`config.mk`:
```
export PLATFORM = sky130hd
export DESIGN_NAME = seq_mul_add_flat
export DESIGN_NICKNAME = d
export VERILOG_FILES = /design/src/rtl/seq_mul_add_pkg.sv /design/src/rtl/seq_mul_add_if.sv /design/src/rtl/seq_mul_add_ctrl.sv /design/src/rtl/seq_mul_add.sv /design/src/flat_wrapper.sv
export SDC_FILE = /design/constraint.sdc
export NUM_CORES = 1
export LEC_CHECK = 0
export ABC_AREA = 1
export CORE_UTILIZATION = 40
export CTS_CLUSTER_SIZE = 28
export DETAILED_ROUTE_END_ITERATION = 10
export PLACE_DENSITY = 0.62
export SYNTH_ARGS = -nofsm -noshare
export SYNTH_HDL_FRONTEND = slang
export SYNTH_SLANG_ARGS = --single-unit
export TNS_END_PERCENT = 100
```
`constraint.sdc`:
```
create_clock -name clk -period 1.8 [get_ports clk]
set_input_delay 0.18 -clock clk [delete_from_list [all_inputs] [get_ports clk]]
set_output_delay 0.18 -clock clk [all_outputs]
set_load 0.05 [all_outputs]
```
`src/rtl/seq_mul_add_pkg.sv`:
```
// seq_mul_add_pkg: shared state enumeration and default operand width for the repeated-addition multiplier
package seq_mul_add_pkg;
  localparam int WIDTH_DEF = 16;
  typedef enum logic [2:0] {IDLE, LOAD_A, LOAD_B, RUN, DONE} state_t;
endpackage

```
`src/rtl/seq_mul_add_if.sv`:
```
// seq_mul_add_if: operand/result bus (start, data_in from master; product, done from slave)
interface seq_mul_add_if import seq_mul_add_pkg::*; #(parameter int WIDTH = WIDTH_DEF);
  logic start;
  logic [WIDTH-1:0] data_in;
  logic [WIDTH-1:0] product;
  logic done;
  modport master (output start, data_in, input product, done);
  modport slave (input start, data_in, output product, done);
endinterface

```
`src/rtl/seq_mul_add_ctrl.sv`:
```
// seq_mul_ctrl: multiplier FSM (in clk, rst_n, start, eqz; out lda, ldb, ldp, clrp, decb, registered done)
module seq_mul_ctrl import seq_mul_add_pkg::*; (
  input  logic clk,
  input  logic rst_n,
  input  logic start,
  input  logic eqz,
  output logic lda,
  output logic ldb,
  output logic ldp,
  output logic clrp,
  output logic decb,
  output logic done
);
  state_t state_q;
  logic done_q;
  always_ff @(posedge clk) begin
    if (!rst_n) begin
      state_q <= IDLE;
      done_q <= 1'b0;
    end else begin
      case (state_q)
        IDLE:   state_q <= start ? LOAD_A : IDLE;
        LOAD_A: state_q <= LOAD_B;
        LOAD_B: state_q <= RUN;
        RUN:    if (eqz) begin
                  state_q <= DONE;
                  done_q <= 1'b1;
                end
        DONE:   if (!start) begin
                  state_q <= IDLE;
                  done_q <= 1'b0;
                end
        default: begin
          state_q <= IDLE;
          done_q <= 1'b0;
        end
      endcase
    end
  end
  assign lda  = state_q == LOAD_A;
  assign ldb  = state_q == LOAD_B;
  assign clrp = state_q == LOAD_B;
  assign ldp  = state_q == RUN && !eqz;
  assign decb = state_q == RUN && !eqz;
  assign done = done_q;
endmodule

```
`src/rtl/seq_mul_add.sv`:
```
// seq_mul_add: unsigned A*B by repeated addition (clk, rst_n, bus slave: start/data_in in, product/done out)
module seq_mul_add import seq_mul_add_pkg::*; #(parameter int WIDTH = WIDTH_DEF) (
  input logic clk,
  input logic rst_n,
  seq_mul_add_if.slave bus
);
  logic [WIDTH-1:0] a_q, a_d, b_q, b_d, p_q, p_d;
  logic lda, ldb, ldp, clrp, decb, eqz, done;
  seq_mul_ctrl u_ctrl (
    .clk(clk), .rst_n(rst_n), .start(bus.start), .eqz(eqz),
    .lda(lda), .ldb(ldb), .ldp(ldp), .clrp(clrp), .decb(decb), .done(done)
  );
  assign eqz = b_q == '0;
  always_comb begin
    a_d = lda ? bus.data_in : a_q;
    b_d = ldb ? bus.data_in : decb ? b_q - WIDTH'(1) : b_q;
    p_d = clrp ? '0 : ldp ? p_q + a_q : p_q;
  end
  always_ff @(posedge clk) begin
    if (!rst_n) begin
      a_q <= '0;
      b_q <= '0;
      p_q <= '0;
    end else begin
      a_q <= a_d;
      b_q <= b_d;
      p_q <= p_d;
    end
  end
  assign bus.product = p_q;
  assign bus.done = done;
endmodule

```
`src/flat_wrapper.sv`:
```
// flat-port wrapper written by rule: the top's interface ports become plain ports
module seq_mul_add_flat import seq_mul_add_pkg::*;
#(parameter int WIDTH = WIDTH_DEF)
  (clk, rst_n, bus_start, bus_data_in, bus_product, bus_done);
  seq_mul_add_if #(.WIDTH(WIDTH)) bus_i ();
  input logic clk;
  input logic rst_n;
  input wire logic [$bits(bus_i.start)-1:0] bus_start;
  input wire logic [$bits(bus_i.data_in)-1:0] bus_data_in;
  output wire logic [$bits(bus_i.product)-1:0] bus_product;
  output wire logic [$bits(bus_i.done)-1:0] bus_done;
  assign bus_i.start = bus_start;
  assign bus_i.data_in = bus_data_in;
  assign bus_product = bus_i.product;
  assign bus_done = bus_i.done;
  seq_mul_add #(.WIDTH(WIDTH)) u_core (.clk(clk), .rst_n(rst_n), .bus(bus_i));
endmodule
```
# Word level (Yosys, flattened, before mapping)
# Cells that the tools add are included.
# classes
n_addsub,2
multipliers,0
n_div,0
magnitude_cmp,0
eq_ne,6
shifts,0
mux,9
bitwise,2
n_reduce_logical,9
# op_table
cell,count
two-way mux 16 bit,2
adder 16 bit,1
logical NOT 16 bit,1
"subtractor 16 x 1 -> 16 bit, second input constant",1
one-hot mux 3 bit (5 select lines),1
"== test 3 x 2 -> 1 bit, second input constant",2
two-way mux 3 bit,2
"!= test 2 bit, second input constant",2
"== test 3 x 1 -> 1 bit, second input constant",1
"== test 3 bit, second input constant",1
logical NOT 3 bit,1
two-way mux 1 bit,3
one-hot mux 1 bit (3 select lines),1
AND reduction 3 bit,1
OR reduction 3 bit,1
inverter 1 bit,2
AND reduction 2 bit,1
nonzero test 2 bit,1
OR reduction 2 bit,1
logical AND 1 bit,1
logical NOT 1 bit,1
# word_totals
reg_bits,52
latch_bits,0
mem_bits_rw,0
romBits,0
input_bits,19
out_inout_bits,17
wordCells,33
mem_count,0

# Longest topological paths before layout
# Gate-level depths: netlist of the first run.
# depth
depth_word,5
mapped_depth,12
mapped_depth_nobuf,11

# By module
# Synthesis of the first run repeated with hierarchy kept, for this count alone.
# hier_totals
cells_unflattened,534
hier_area_um2,3367.0
# by_module_without_submodules
mod,n_inst,cells_each,area_each_um2
seq_mul_add,1,501,3138.0
seq_mul_ctrl,1,33,229.0

# Worst setup path before layout of the first run
# No wires, ideal clock.
# synth_path
kind,reg2reg
from,register u_core.p_q[0] (netlist: u_core.bus.product[0])
to,register u_core.p_q[8] (netlist: u_core.bus.product[8])
arrival_ps,1796
path_slack_ps,-116
stages_incl_launch_ff,8
n_path_buf,0
synth_period_minus_slack_ps,1916
cell_sequence,dfxtp_1 ha_1 fa_1 nand3_1 nand3_1 a21oi_1 xor2_1 a21oi_1
# synth_between
elab_chain_len,1
# synth_lines
element,line_no,source
from (decl),seq_mul_add.sv:7,"logic [WIDTH-1:0] a_q, a_d, b_q, b_d, p_q, p_d;"
from (signal assigned),seq_mul_add.sv:27,p_q <= p_d;
adder 16 bit,seq_mul_add.sv:17,p_d = clrp ? '0 : ldp ? p_q + a_q : p_q;
# Every way passes these cells.
# A chain may end at the register's enable or synchronous reset.

# Final worst setup path of the first run
# layout_path
from,register u_core.p_q[5] (netlist: u_core.bus.product[5])
to,output bus_product[5]
# layout_lines
element,line_no,source
to (decl),flat_wrapper.sv:10,output wire logic [$bits(bus_i.product)-1:0] bus_product;
# No word-level cell between the ends.

==> qor.txt, run 1 <==
top cells by count, synth: nand2_1 (163), inv_1 (77), nand3_1 (70)
Top FF cell, synth: dfxtp_1
Syn-to-layout area delta: 21.1%
port buffer count: 35
R2R Path End: u_core.b_q[10]
asr flop ratio synth: 0%
Leakage: 2.08 nW
routability congestion estimate: 0.940
first drt pass iteration count: 5
fin crit period: 1.72 ns
full die area: 8880 um2
Worst R2R Setup Slack: 0.13 ns
Worst path depth: 1
Final setup viols: 0
Post-Layout Inst Area: 4120 um2
Core ar.: 8220 um2
period utilization: 95.7%
Finished Layout Cells: 701
Post-DRT Antenna Nets: 0
CP top delay family: buffers and inverters
aggregate routed wire length: 8880 um
Req. time, crit path: 1.62 ns
placed cells: 692
HPWL after DPL: 6930 um
overflow left after global routing: 0
Post-Synthesis Cells: 551
Rel. slew slack: 61.7%
EDFF count, synth: 0
synthesized area per cell: 6.18 um2
Peak VDD IR: 487 uV
global-route wire length before repair: 14600 um
Crit Path Class: reg2out
fin. max-slew vios: 0
crit-path max FO: 3
CP peak stage delay: 0.83 ns
register area share after synthesis: 30.6%
worst slew pin tran: 0.573 ns
Max Buffers Root-to-Sink: 2
CTS root buffer: clkbuf_8
clock buffer count from CTS: 5
type of origin of the critical path: register
Hold Path Class: reg2reg
synth top area cells: dfxtp_1 (31%), nand2_1 (18%), nand3_1 (10%)
post-synthesis net count: 587
Worst setup EP type: output port
IO Pins: 36
quantity of hold-fixing buffers added after cts: 0
Clock H-tree levels: 2
initial antenna violation count: 0
Yosys warnings: 0
Worst Skew: 0.0105 ns
wire per inst: 12.7 um
Power, Total: 4.04 mW
worst r2r path cells: 11
Placed Area: 3930 um2
worst hold start: u_core.a_q[8]
Nets: 631
total track usage: 21.1%
initial core utilization: 41.4%
crit path from: u_core.bus.product[5]
share of post-route cells with drive strength above 1: 7.55%
CP endpoint: bus_product[5]
power density over the cells: 980 nW/um2
Die X: 94.2 um
largest net degree at the start of global routing: 19
count leader, synth: nand2_1
diodes inserted: 0
DRC Markers: 0
area share of the largest cell type after synthesis: 30.6%
Max Fclk: 0.581 GHz
Cell variety after synth: 28
routed vias: 3470
Buf+Inv Stages, Crit Path: 1
DIE HEIGHT: 94.2 um
Max-cap violations: 0
vias in the first global route: 3119
worst-skew pair later-pin latency: 0.32 ns
CP max stage cell: clkdlybuf4s50_1
CTS clk-pin slew, worst paths: 0.10 ns
Fin Setup TNS: 0 ns
CP Data Arrival Time: 1.54 ns
CTS tree: yes
drt initial violations: 154
Hold Vio Cnt, Final: 0
Yosys top cell by area: dfxtp_1
CP cell instances: clkdlybuf4s50_1
status: finished, final reports clean
worst reg2reg startpoint: u_core.b_q[0]
clk sinks: 52
WHS: 0.473 ns
Syn Std Cell Area: 3400 um2
DR vias/cell: 4.95
Seq cells post-synth: 52
Site Rows: 33
power breakdown:
part / switching (mW) / leakage [nW] / internal, mW
registers: 0.123 / 0.423 / 1.27
clock network: 0.424 / 0.0784 / 0.695
logic: 0.956 / 1.58 / 0.568
total: 1.50 / 2.08 / 2.54
logic make-up (layout without fill, tap and decap cells):
kind of cell,after synthesis,after routing,share of synthesized area [%]
AND/OR/NAND/NOR,311,311,38.8
flip-flops,52,52,30.6
XOR/XNOR,9,9,2.32
adder cells (fa/ha/maj),17,17,6.47
buffers and inverters,95,140,11.8
AO/OA/AOI/OAI,67,67,10.1
placed cells by master, fill, tap and decap left out, types with 3 or more instances in the layout:
cell type / instances
nand4_1: 4
bufinv_16: 3
o21ai_0: 12
clkbuf_8: 5
nor2_1: 60
clkdlybuf4s50_1: 33
inv_1: 77
a21oi_1: 42
buf_4: 15
o21ai_1: 10
xnor2_1: 7
nand3_1: 68
ha_1: 15
dfxtp_1: 51
nor2_2: 4
nand2_2: 4
nand2_1: 162
layer usage:
metal | GRT usage (%) | vias to the layer above | routed length, um
li1 | - | 1828 | -
met1 | 27.6 | 1567 | 4110
met2 | 35.8 | 67 | 4270
met3 | 3.64 | 8 | 367
met4 | 5.00 | 0 | 127
met5 | 0 | - | 0
timing repair:
action,in CTS,in global routing
buffers inserted,0,1
resized for setup,0,7
endpoints found under the hold margin,0,0
endpoints found under the setup margin,0,24
metrics by stage:
step                utilization [%]  setup WS, ns
finish                         50.2        0.0776
global route                   50.2       -0.0180
CTS                            49.8        0.0302
detailed placement             47.9        0.0730
global placement               47.9        0.0973
floorplan                         -       0.00980
layout make-up:
| cell class | count | area, um2 |
|---|---|---|
| inverters | 80 | 303 |
| clock buffers | 5 | 68.8 |
| multi-input cells | 404 | 1980 |
| flip-flops and latches | 52 | 1040 |
| fillers | 808 | 4090 |
| clock inverters | 3 | 90.1 |
| repair buffers | 52 | 508 |
| well taps | 105 | 131 |
worst min path at each step:
stage	depth (start not counted)	endpoint	slack (ns)
CTS	2	u_core.a_q[0]	0.47
global route	3	u_core.a_q[1]	0.48
finish	2	u_core.a_q[8]	0.47
floorplan	2	u_core.b_q[0]	0.32
detailed placement	2	u_core.a_q[0]	0.46
global placement	2	u_core.u_ctrl.done	0.45
state kept, by name, indices dropped and copies added, names as in the netlist:
signal,flops
u_core.a_q,16
u_core.b_q,16
u_core.bus.product,16
u_core.u_ctrl.done,1
u_core.u_ctrl.state_q,3
Power figures use the tool's default switching activity.
==> run 2, diff against run 1 <==
--- a/config.mk
+++ b/config.mk
@@ -9,7 +9,7 @@
 export CORE_UTILIZATION = 40
 export CTS_CLUSTER_SIZE = 28
 export DETAILED_ROUTE_END_ITERATION = 10
-export PLACE_DENSITY = 0.62
+export SETUP_SLACK_MARGIN = 0.05
 export SYNTH_ARGS = -nofsm -noshare
 export SYNTH_HDL_FRONTEND = slang
 export SYNTH_SLANG_ARGS = --single-unit
==> qor.txt, run 2 (same netlist as run 1, synthesis figures left out) <==
Clk pwr share: 27.4% (-0.3 points)
Psw: 1.48 mW (-1.4%)
Peak VDD IR: 627 uV (+29%)
DIE HEIGHT: 94.2 um (unchanged)
initial antenna violation count: 0 (unchanged)
Post-Layout Inst Area: 4160 um2 (+1.0%)
Max-cap violations: 0 (unchanged)
total track usage: 20.9% (-0.20 points)
most frequent cells in the layout: nand2_1 (162), inv_1 (75), nand3_1 (67)
Crit Path Class: reg2out
first drt pass iteration count: 5 (unchanged)
Comb pwr share: 37.7% (about the same)
period utilization: 93.7% (-2.0 points)
Post-DRT Antenna Nets: 0 (unchanged)
global-route wire length before repair: 14600 um (-0.33%)
fillers: 845 (+4.6%)
clk sinks: 52 (unchanged)
Buf+Inv Stages, Crit Path: 1 (unchanged)
Hold Vio Cnt, Final: 0 (unchanged)
largest net degree at the start of global routing: 23 (+4)
Hold Path Class: reg2reg
multi-input logic area: 2030 um2 (+2.7%)
most common cell after layout, fill and taps aside: nand2_1
wire per inst: 12.6 um (-0.65%)
Reg area: 1050 um2 (+0.84%)
clock buffer count from CTS: 5 (unchanged)
CTS clk-pin slew, worst paths: 0.11 ns (about the same)
Leakage: 2.07 nW (-0.28%)
DR vias/cell: 4.87 (-1.6%)
Rel. slew slack: 50.7% (-11 points)
CP cell instances: clkdlybuf4s50_1
IO Pins: 36 (unchanged)
Req. time, crit path: 1.62 ns (about the same)
worst-skew pair later-pin latency: 0.31 ns (about the same)
CP Data Arrival Time: 1.51 ns (-0.03 ns)
CP peak stage delay: 0.81 ns (-0.02 ns)
routability congestion estimate: 0.885 (-5.9%)
worst slew pin tran: 0.738 ns (+0.166 ns)
Seq pwr share: 34.8% (+0.2 points)
Placed Area: 3910 um2 (-0.60%)
Core ar.: 8220 um2 (unchanged)
diodes inserted: 0 (unchanged)
share of post-route cells with drive strength above 1: 9.81% (+2.3 points)
routed vias: 3389 (-2.3%)
type of origin of the critical path: register
Clock H-tree levels: 2 (unchanged)
fin crit period: 1.69 ns (-0.0356 ns)
Final setup viols: 0 (unchanged)
crit-path max FO: 3 (unchanged)
CP top delay family: buffers and inverters
vias in the first global route: 3135 (+0.51%)
Site Rows: 33 (unchanged)
Sw Ratio: 36.8% (-0.41 points)
CTS tree: yes
Syn-to-layout area delta: 22.4%
Worst setup EP type: output port
CTS root buffer: clkbuf_8
initial core utilization: 41.4% (unchanged)
port buffer count: 35 (unchanged)
status: finished, final reports clean
RSZ-0062 raised after global routing: yes
Worst Skew: 0.0167 ns (+0.00620 ns)
power density over the cells: 968 nW/um2 (-1.3%)
CP max stage cell: clkdlybuf4s50_1
Die X: 94.2 um (unchanged)
Max Buffers Root-to-Sink: 2 (unchanged)
full die area: 8880 um2 (unchanged)
Max Fclk: 0.593 GHz (+2.1%)
Power, Total: 4.03 mW (-0.31%)
aggregate routed wire length: 8760 um (-1.4%)
HPWL after DPL: 6780 um (-2.2%)
drt initial violations: 142 (-7.8%)
DRC Markers: 0 (unchanged)
internal power: 2.55 mW (+0.35%)
quantity of hold-fixing buffers added after cts: 0 (unchanged)
Fin Setup TNS: 0 ns (unchanged)
fin. max-slew vios: 0 (unchanged)
overflow left after global routing: 0 (unchanged)
Nets: 626 (-0.79%)
run 2: path summary, 6_finish.rpt:
path | end | slack, ns | from | cells past startpoint
hold / removal | u_core.u_ctrl.done | 0.47 | u_core.u_ctrl.done | 2
hold reg to reg | u_core.u_ctrl.done | 0.47 | u_core.u_ctrl.done | 2
setup reg to reg | u_core.bus.product[8] | 0.14 | u_core.bus.product[0] | 7
setup / recovery | bus_product[8] | 0.11 | u_core.bus.product[8] | 1
run 2: per-stage QoR:
| stage | setup slack (ns) | hold WS (ns) | cells | utilization [%] |
|---|---|---|---|---|
| detailed placement | 0.0440 | 0.458 | 686 | 47.6 |
| finish | 0.113 | 0.467 | 696 | 50.7 |
| CTS | 0.0359 | 0.472 | 694 | 49.5 |
| global route | 0.0237 | 0.496 | 696 | 50.7 |
| floorplan | 0.0508 | 0.318 | 551 | - |
| global placement | 0.0928 | 0.450 | 686 | 47.6 |
run 2: layer usage:
layer	up-vias	routed length (um)	global-route usage [%]
met4	0	76	4.74
li1	1826	-	-
met1	1512	4170	27.0
met3	7	230	2.43
met2	44	4280	36.9
met5	-	0	0
run 2: power by group through the flow:
stage	clock network [mW]	logic, mW	registers, mW
finish	1.11	1.52	1.40
global route	1.19	1.74	1.42
CTS	1.14	1.47	1.40
detailed placement	0	1.47	1.42
global placement	0	1.46	1.42
floorplan	0	1.05	1.47
run 2: cell type report:
class,instances,area share (%)
clock inverters,3,2.16
repair buffers,46,11.4
well taps,105,3.16
repair inverters,1,0.120
inverters,80,7.42
multi-input cells,404,48.8
clock buffers,5,1.65
flip-flops and latches,52,25.2
run 2: timing repair:
item	in CTS	in global routing
setup buffers	0	1
endpoints found under the setup margin	5	38
cloned	0	1
resized for setup	1	22
endpoints found under the hold margin	0	0
pin swaps	1	1
==> run 3, diff against run 2 <==
--- a/config.mk
+++ b/config.mk
@@ -9,6 +9,7 @@
 export CORE_UTILIZATION = 40
 export CTS_CLUSTER_SIZE = 28
 export DETAILED_ROUTE_END_ITERATION = 10
+export GPL_TIMING_DRIVEN = 0
 export SETUP_SLACK_MARGIN = 0.05
 export SYNTH_ARGS = -nofsm -noshare
 export SYNTH_HDL_FRONTEND = slang
==> qor.txt, run 3 (same netlist as run 1, synthesis figures left out) <==
Die X: 94.2 um (unchanged)
quantity of hold-fixing buffers added after cts: 0 (unchanged)
status: finished, final reports clean
power density over the cells: 902 nW/um2 (-6.7%)
Fin Setup TNS: 0 ns (unchanged)
initial core utilization: 41.4% (unchanged)
clock buffer count from CTS: 5 (unchanged)
CTS tree: yes
Post-Layout Inst Area: 4080 um2 (-2.0%)
Worst Skew: 0.00880 ns (-0.00792 ns)
total track usage: 22.4% (+1.4 points)
Final Util: 49.6% (-1.0 points)
RSZ-0062 raised after global routing: yes
Worst setup EP type: output port
fillers: 862 (+2.0%)
Site Rows: 33 (unchanged)
vias in the first global route: 3205 (+2.2%)
CTS clk-pin slew, worst paths: 0.10 ns (about the same)
Core ar.: 8220 um2 (unchanged)
CP endpoint: bus_product[7]
Post-DRT Antenna Nets: 0 (unchanged)
Hold Vio Cnt, Final: 0 (unchanged)
aggregate routed wire length: 9140 um (+4.4%)
CTS root buffer: clkbuf_8
Crit Path Class: reg2out
routed vias: 3441 (+1.5%)
Place WS: -0.0736 ns (-0.118 ns)
Worst R2R Setup Slack: 0.15 ns (about the same)
first drt pass iteration count: 4 (-1)
CP peak stage delay: 0.81 ns (about the same)
worst slew pin tran: 0.535 ns (-0.204 ns)
type of origin of the critical path: register
wire per inst: 13.0 um (+3.6%)
Max Fclk: 0.596 GHz (+0.52%)
crit path from: u_core.bus.product[7]
R2R Path End: u_core.bus.product[15]
Hold Path Class: in2reg
most common cell after layout, fill and taps aside: nand2_1
worst-skew pair later-pin latency: 0.31 ns (about the same)
placed cells: 690 (+0.58%)
CP max stage cell: clkdlybuf4s50_1
diodes inserted: 0 (unchanged)
initial antenna violation count: 0 (unchanged)
Final setup viols: 0 (unchanged)
DRC Markers: 0 (unchanged)
share of post-route cells with drive strength above 1: 9.06% (-0.75 points)
Peak VDD IR: 475 uV (-24%)
Max Buffers Root-to-Sink: 2 (unchanged)
Reg area: 1050 um2 (-0.12%)
fin. max-slew vios: 0 (unchanged)
DIE HEIGHT: 94.2 um (unchanged)
largest net degree at the start of global routing: 16 (-30%)
Placed Area: 3880 um2 (-0.64%)
global-route wire length before repair: 15200 um (+4.2%)
most frequent cells in the layout: nand2_1 (162), inv_1 (76), nand3_1 (66)
Rel. slew slack: 64.4% (+14 points)
Clock H-tree levels: 2 (unchanged)
Max-cap violations: 0 (unchanged)
DR vias/cell: 4.91 (+0.81%)
multi-input logic area: 2030 um2 (-0.12%)
Hold Path Depth: 3 (+1)
setup ws final: 0.122 ns (+0.00870 ns)
crit-path max FO: 3 (unchanged)
overflow left after global routing: 0 (unchanged)
Req. time, crit path: 1.62 ns (about the same)
fin crit period: 1.68 ns (-0.00870 ns)
CP cell instances: clkdlybuf4s50_1
HPWL after DPL: 6970 um (+2.8%)
worst r2r path cells: 11 (+4)
Power, Total: 3.68 mW (-8.6%)
Worst path depth: 1 (unchanged)
port buffer count: 34 (-2.9%)
Buf+Inv Stages, Crit Path: 1 (unchanged)
CP Data Arrival Time: 1.50 ns (about the same)
full die area: 8880 um2 (unchanged)
worst reg2reg startpoint: u_core.bus.product[2]
Syn-to-layout area delta: 19.9%
Nets: 631 (+0.80%)
routability congestion estimate: 0.888 (+0.33%)
Leakage: 2.07 nW (-0.35%)
WHS: 0.241 ns (-0.226 ns)
Finished Layout Cells: 701 (+0.72%)
drt initial violations: 151 (+6.3%)
period utilization: 93.2% (-0.48 points)
clk sinks: 52 (unchanged)
IO Pins: 36 (unchanged)
CP top delay family: buffers and inverters
-- run 3: changes by cell type in the layout (fill, tap and decap cells not counted), moves of 2 or more --
cell / change
buf_4: -3
buf_12: -3
inv_4: -2
ha_1: +2
bufinv_16: -3
buf_2: +3
buf_6: +4
clkbuf_1: +7
clkdlybuf4s50_1: -2
-- run 3: worst min path at each step --
stage	from	endpoint	slack (ns)
after CTS	rst_n	u_core.b_q[5]	0.22
after detailed placement	u_core.u_ctrl.done	u_core.u_ctrl.done	0.46
final	rst_n	u_core.b_q[5]	0.24
after global placement	u_core.u_ctrl.done	u_core.u_ctrl.done	0.45
after global routing	rst_n	u_core.b_q[5]	0.26
after floorplan	bus_data_in[0]	u_core.b_q[0]	0.32
-- run 3: timing repair --
item / 4_1_cts / 5_1_grt
buffers inserted: 1 / 2
pin swaps: 1 / 1
gates resized for setup: 6 / 17
endpoints found under the setup margin: 36 / 34
-- run 3: cell type report --
| class | count | share of cell area (%) |
|---|---|---|
| repair buffers | 37 | 9.11 |
| clock buffers | 7 | 2.12 |
| plain buffers | 15 | 2.39 |
| inverters | 80 | 7.48 |
| well taps | 105 | 3.22 |
| multi-input cells | 404 | 49.8 |
| clock inverters | 1 | 0.184 |
| flip-flops and latches | 52 | 25.7 |
-- run 3: where the power goes --
| group | switching, mW | leakage [nW] | total, mW | internal [mW] |
|---|---|---|---|---|
| Combinational | 0.981 | 1.59 | 1.55 | 0.572 |
| Sequential | 0.120 | 0.426 | 1.40 | 1.28 |
| Clock | 0.416 | 0.0445 | 0.730 | 0.314 |
| Total | 1.52 | 2.07 | 3.68 | 2.16 |
-- run 3: routing by layer --
metal  GRT usage [%]  share of wire (%)
met4            6.03                1.2
met5               0                  0
met3            3.40                3.2
met1            27.7                 46
met2            39.7                 49
==> RTL edit: new RTL, config.mk and constraints of run 3 <==
Re-encode `state_t` (5 states) as Gray code, 3 bits wide.
--- a/src/rtl/seq_mul_add_pkg.sv
+++ b/src/rtl/seq_mul_add_pkg.sv
@@ -1,6 +1,6 @@
 // seq_mul_add_pkg: shared state enumeration and default operand width for the repeated-addition multiplier
 package seq_mul_add_pkg;
   localparam int WIDTH_DEF = 16;
-  typedef enum logic [2:0] {IDLE, LOAD_A, LOAD_B, RUN, DONE} state_t;
+  typedef enum logic [2:0] {IDLE = 3'b000, LOAD_A = 3'b001, LOAD_B = 3'b011, RUN = 3'b010, DONE = 3'b110} state_t;
 endpackage
 
Check against the original RTL: same outputs for any inputs over 10 cycles, from zero or initial values and one cycle with rst_n low; not proved beyond that.
==> RTL edit against run 3 <==
Combinational power grew 55%; synthesized area shrank 2.0%; count of clock-buffer cells in the layout is the same; power grew 33%; sequential cell count is the same; routed wire length shrank 0.34%; cell area shrank 0.55%; critical path type unchanged; first-iteration DRC count grew 8.6%; setup slack lost 0.020 ns.
==> RTL edit: results (changes against run 3) <==
[critical_path]
path_max_fanout = 3  ; unchanged
slowest_delay_ns = 0.81  ; about the same
arrival_ns = 1.52  ; was 1.50 ns

[pwr]
sw_frac_of_total_pct = 43.91  ; was 41.23%
comb_cell_power_uw = 2400  ; was 1550 uW
p_per_area_mw_per_mm2 = 1203  ; was 902.4 mW/mm^2
pg_seq_uw = 1570  ; was 1400 uW
p_leak_uw = 0.002015  ; was 0.002066 uW
peakVddDrop_mv = 0.4889  ; was 0.4752 mV

[placed_design]
place_area_sq_mm = 0.003824  ; was 0.003885 sq mm
io_buffers = 35  ; was 34
gp_congestion = 0.8971  ; was 0.8880
place_ws_ns = -0.1934  ; was -0.07359 ns
dp.cells = 664  ; was 690
hpwl_um = 6881  ; was 6975 um

[global_routing]
grt_pass1_wl_um = 15020  ; was 15,200 um
grtUsageTotal_pct = 22.11  ; was 22.35%
first_global_vias = 3062  ; was 3,205

[clocking]
cts_buffers = 5  ; unchanged
clk_latency_ns = 0.31  ; about the same
clockRootBuffer = clkbuf_8  ; unchanged
clockBufferDepth = 2  ; unchanged
postCtsSetupRepairBufs = 0  ; was 1
post_cts_resized = 5  ; was 6

[route]
dr.first_iter.drc_count = 164  ; was 151
via_count = 3385  ; was 3,441
dr.pass1.iters = 5  ; was 4
wl_per_cell_um = 13.52  ; was 13.04 um

[sta]
finClkSkew_ns = 0.008455  ; was 0.008802 ns
maxSlewHeadroom_pct = 66.03  ; was 64.35%

[synth]
synthTopCellsByCount = 122 x nand2_1, 89 x nor2_1, 74 x inv_1  ; was 163 x nand2_1, 77 x inv_1, 70 x nand3_1
syn_nets = 563  ; was 587
yosysUniqueCellTypes = 32  ; was 28
ys_seq_area_share_pct = 31.22  ; was 30.59%
syn_area_per_cell_sq_um = 6.327  ; was 6.177 sq um
synthTopCellsByArea = dfxtp_1 31%, nand2_1 14%, nor2_1 10%  ; was dfxtp_1 31%, nand2_1 18%, nand3_1 10%

[finish]
drive_gt1_share_pct = 10.66  ; was 9.060%
nets = 607  ; was 631
fillerInstances = 815  ; was 862
antenna_cells = 0  ; unchanged
multiInputGateArea_sq_mm = 0.001982  ; was 0.002029 sq mm
final_cells = 674  ; was 701

[outcome]
outcome = finished clean  ; unchanged

[RTL edit: changes by cell type after synthesis, sizes merged, moves of 2 or more]
cell    change
nand2      -40
o21ai      +19
nand3      -35
o211ai      +2
a21oi       -2
clkbuf      -2
xor2        +3
inv         -2
nor2       +29
[RTL edit: final cells by class]
class                   instances  share of cell area [%]
repair buffers                 37                   9.068
plain buffers                  13                   2.437
flip-flops and latches         52                   25.97
clock buffers                   7                   2.375
clock inverters                 1                  0.7403
inverters                      79                   7.403
multi-input cells             383                   48.86
well taps                     102                   3.146
[RTL edit: final timing paths]
kind,from,endpoint,slack (ns),depth (start not counted)
max,u_core.bus.product[5]$_SDFFE_PP0P_,bus_product[5],0.10,1
min,bus_data_in[12],u_core.a_q[12]$_SDFFE_PN0P_,0.44,3
max reg2reg,u_core.bus.product[0]$_SDFFE_PP0P_,u_core.bus.product[8]$_SDFFE_PP0P_,0.14,7
min reg2reg,u_core.u_ctrl.done$_SDFFE_PN0P_,u_core.u_ctrl.done$_SDFFE_PN0P_,0.48,2
[RTL edit: kinds of logic after synthesis]
kind of cell	after synthesis	synth area share [%]
AO/OA/AOI/OAI	87	13.62
XOR/XNOR	13	3.415
adder cells (fa/ha/maj)	17	6.604
buffers and inverters	92	11.48
flip-flops	52	31.22
AND/OR/NAND/NOR	266	33.66
[RTL edit: layer usage]
layer / vias to the layer above / track usage, % / share of wire (%)
li1: 1754 / - / -
met1: 1520 / 32.20 / 51
met2: 100 / 34.25 / 43
met3: 11 / 3.415 / 4.5
met4: 0 / 4.744 / 1.0
met5: - / 0 / 0
[RTL edit: worst reg2reg max path, cell delays in order (launching register included)]
cell     delay (ns)
dfxtp_2        0.34
ha_2           0.21
fa_2           0.40
nand3_2        0.11
nand3_4        0.09
a21oi_2        0.15
xor2_1         0.18
a21oi_1        0.08
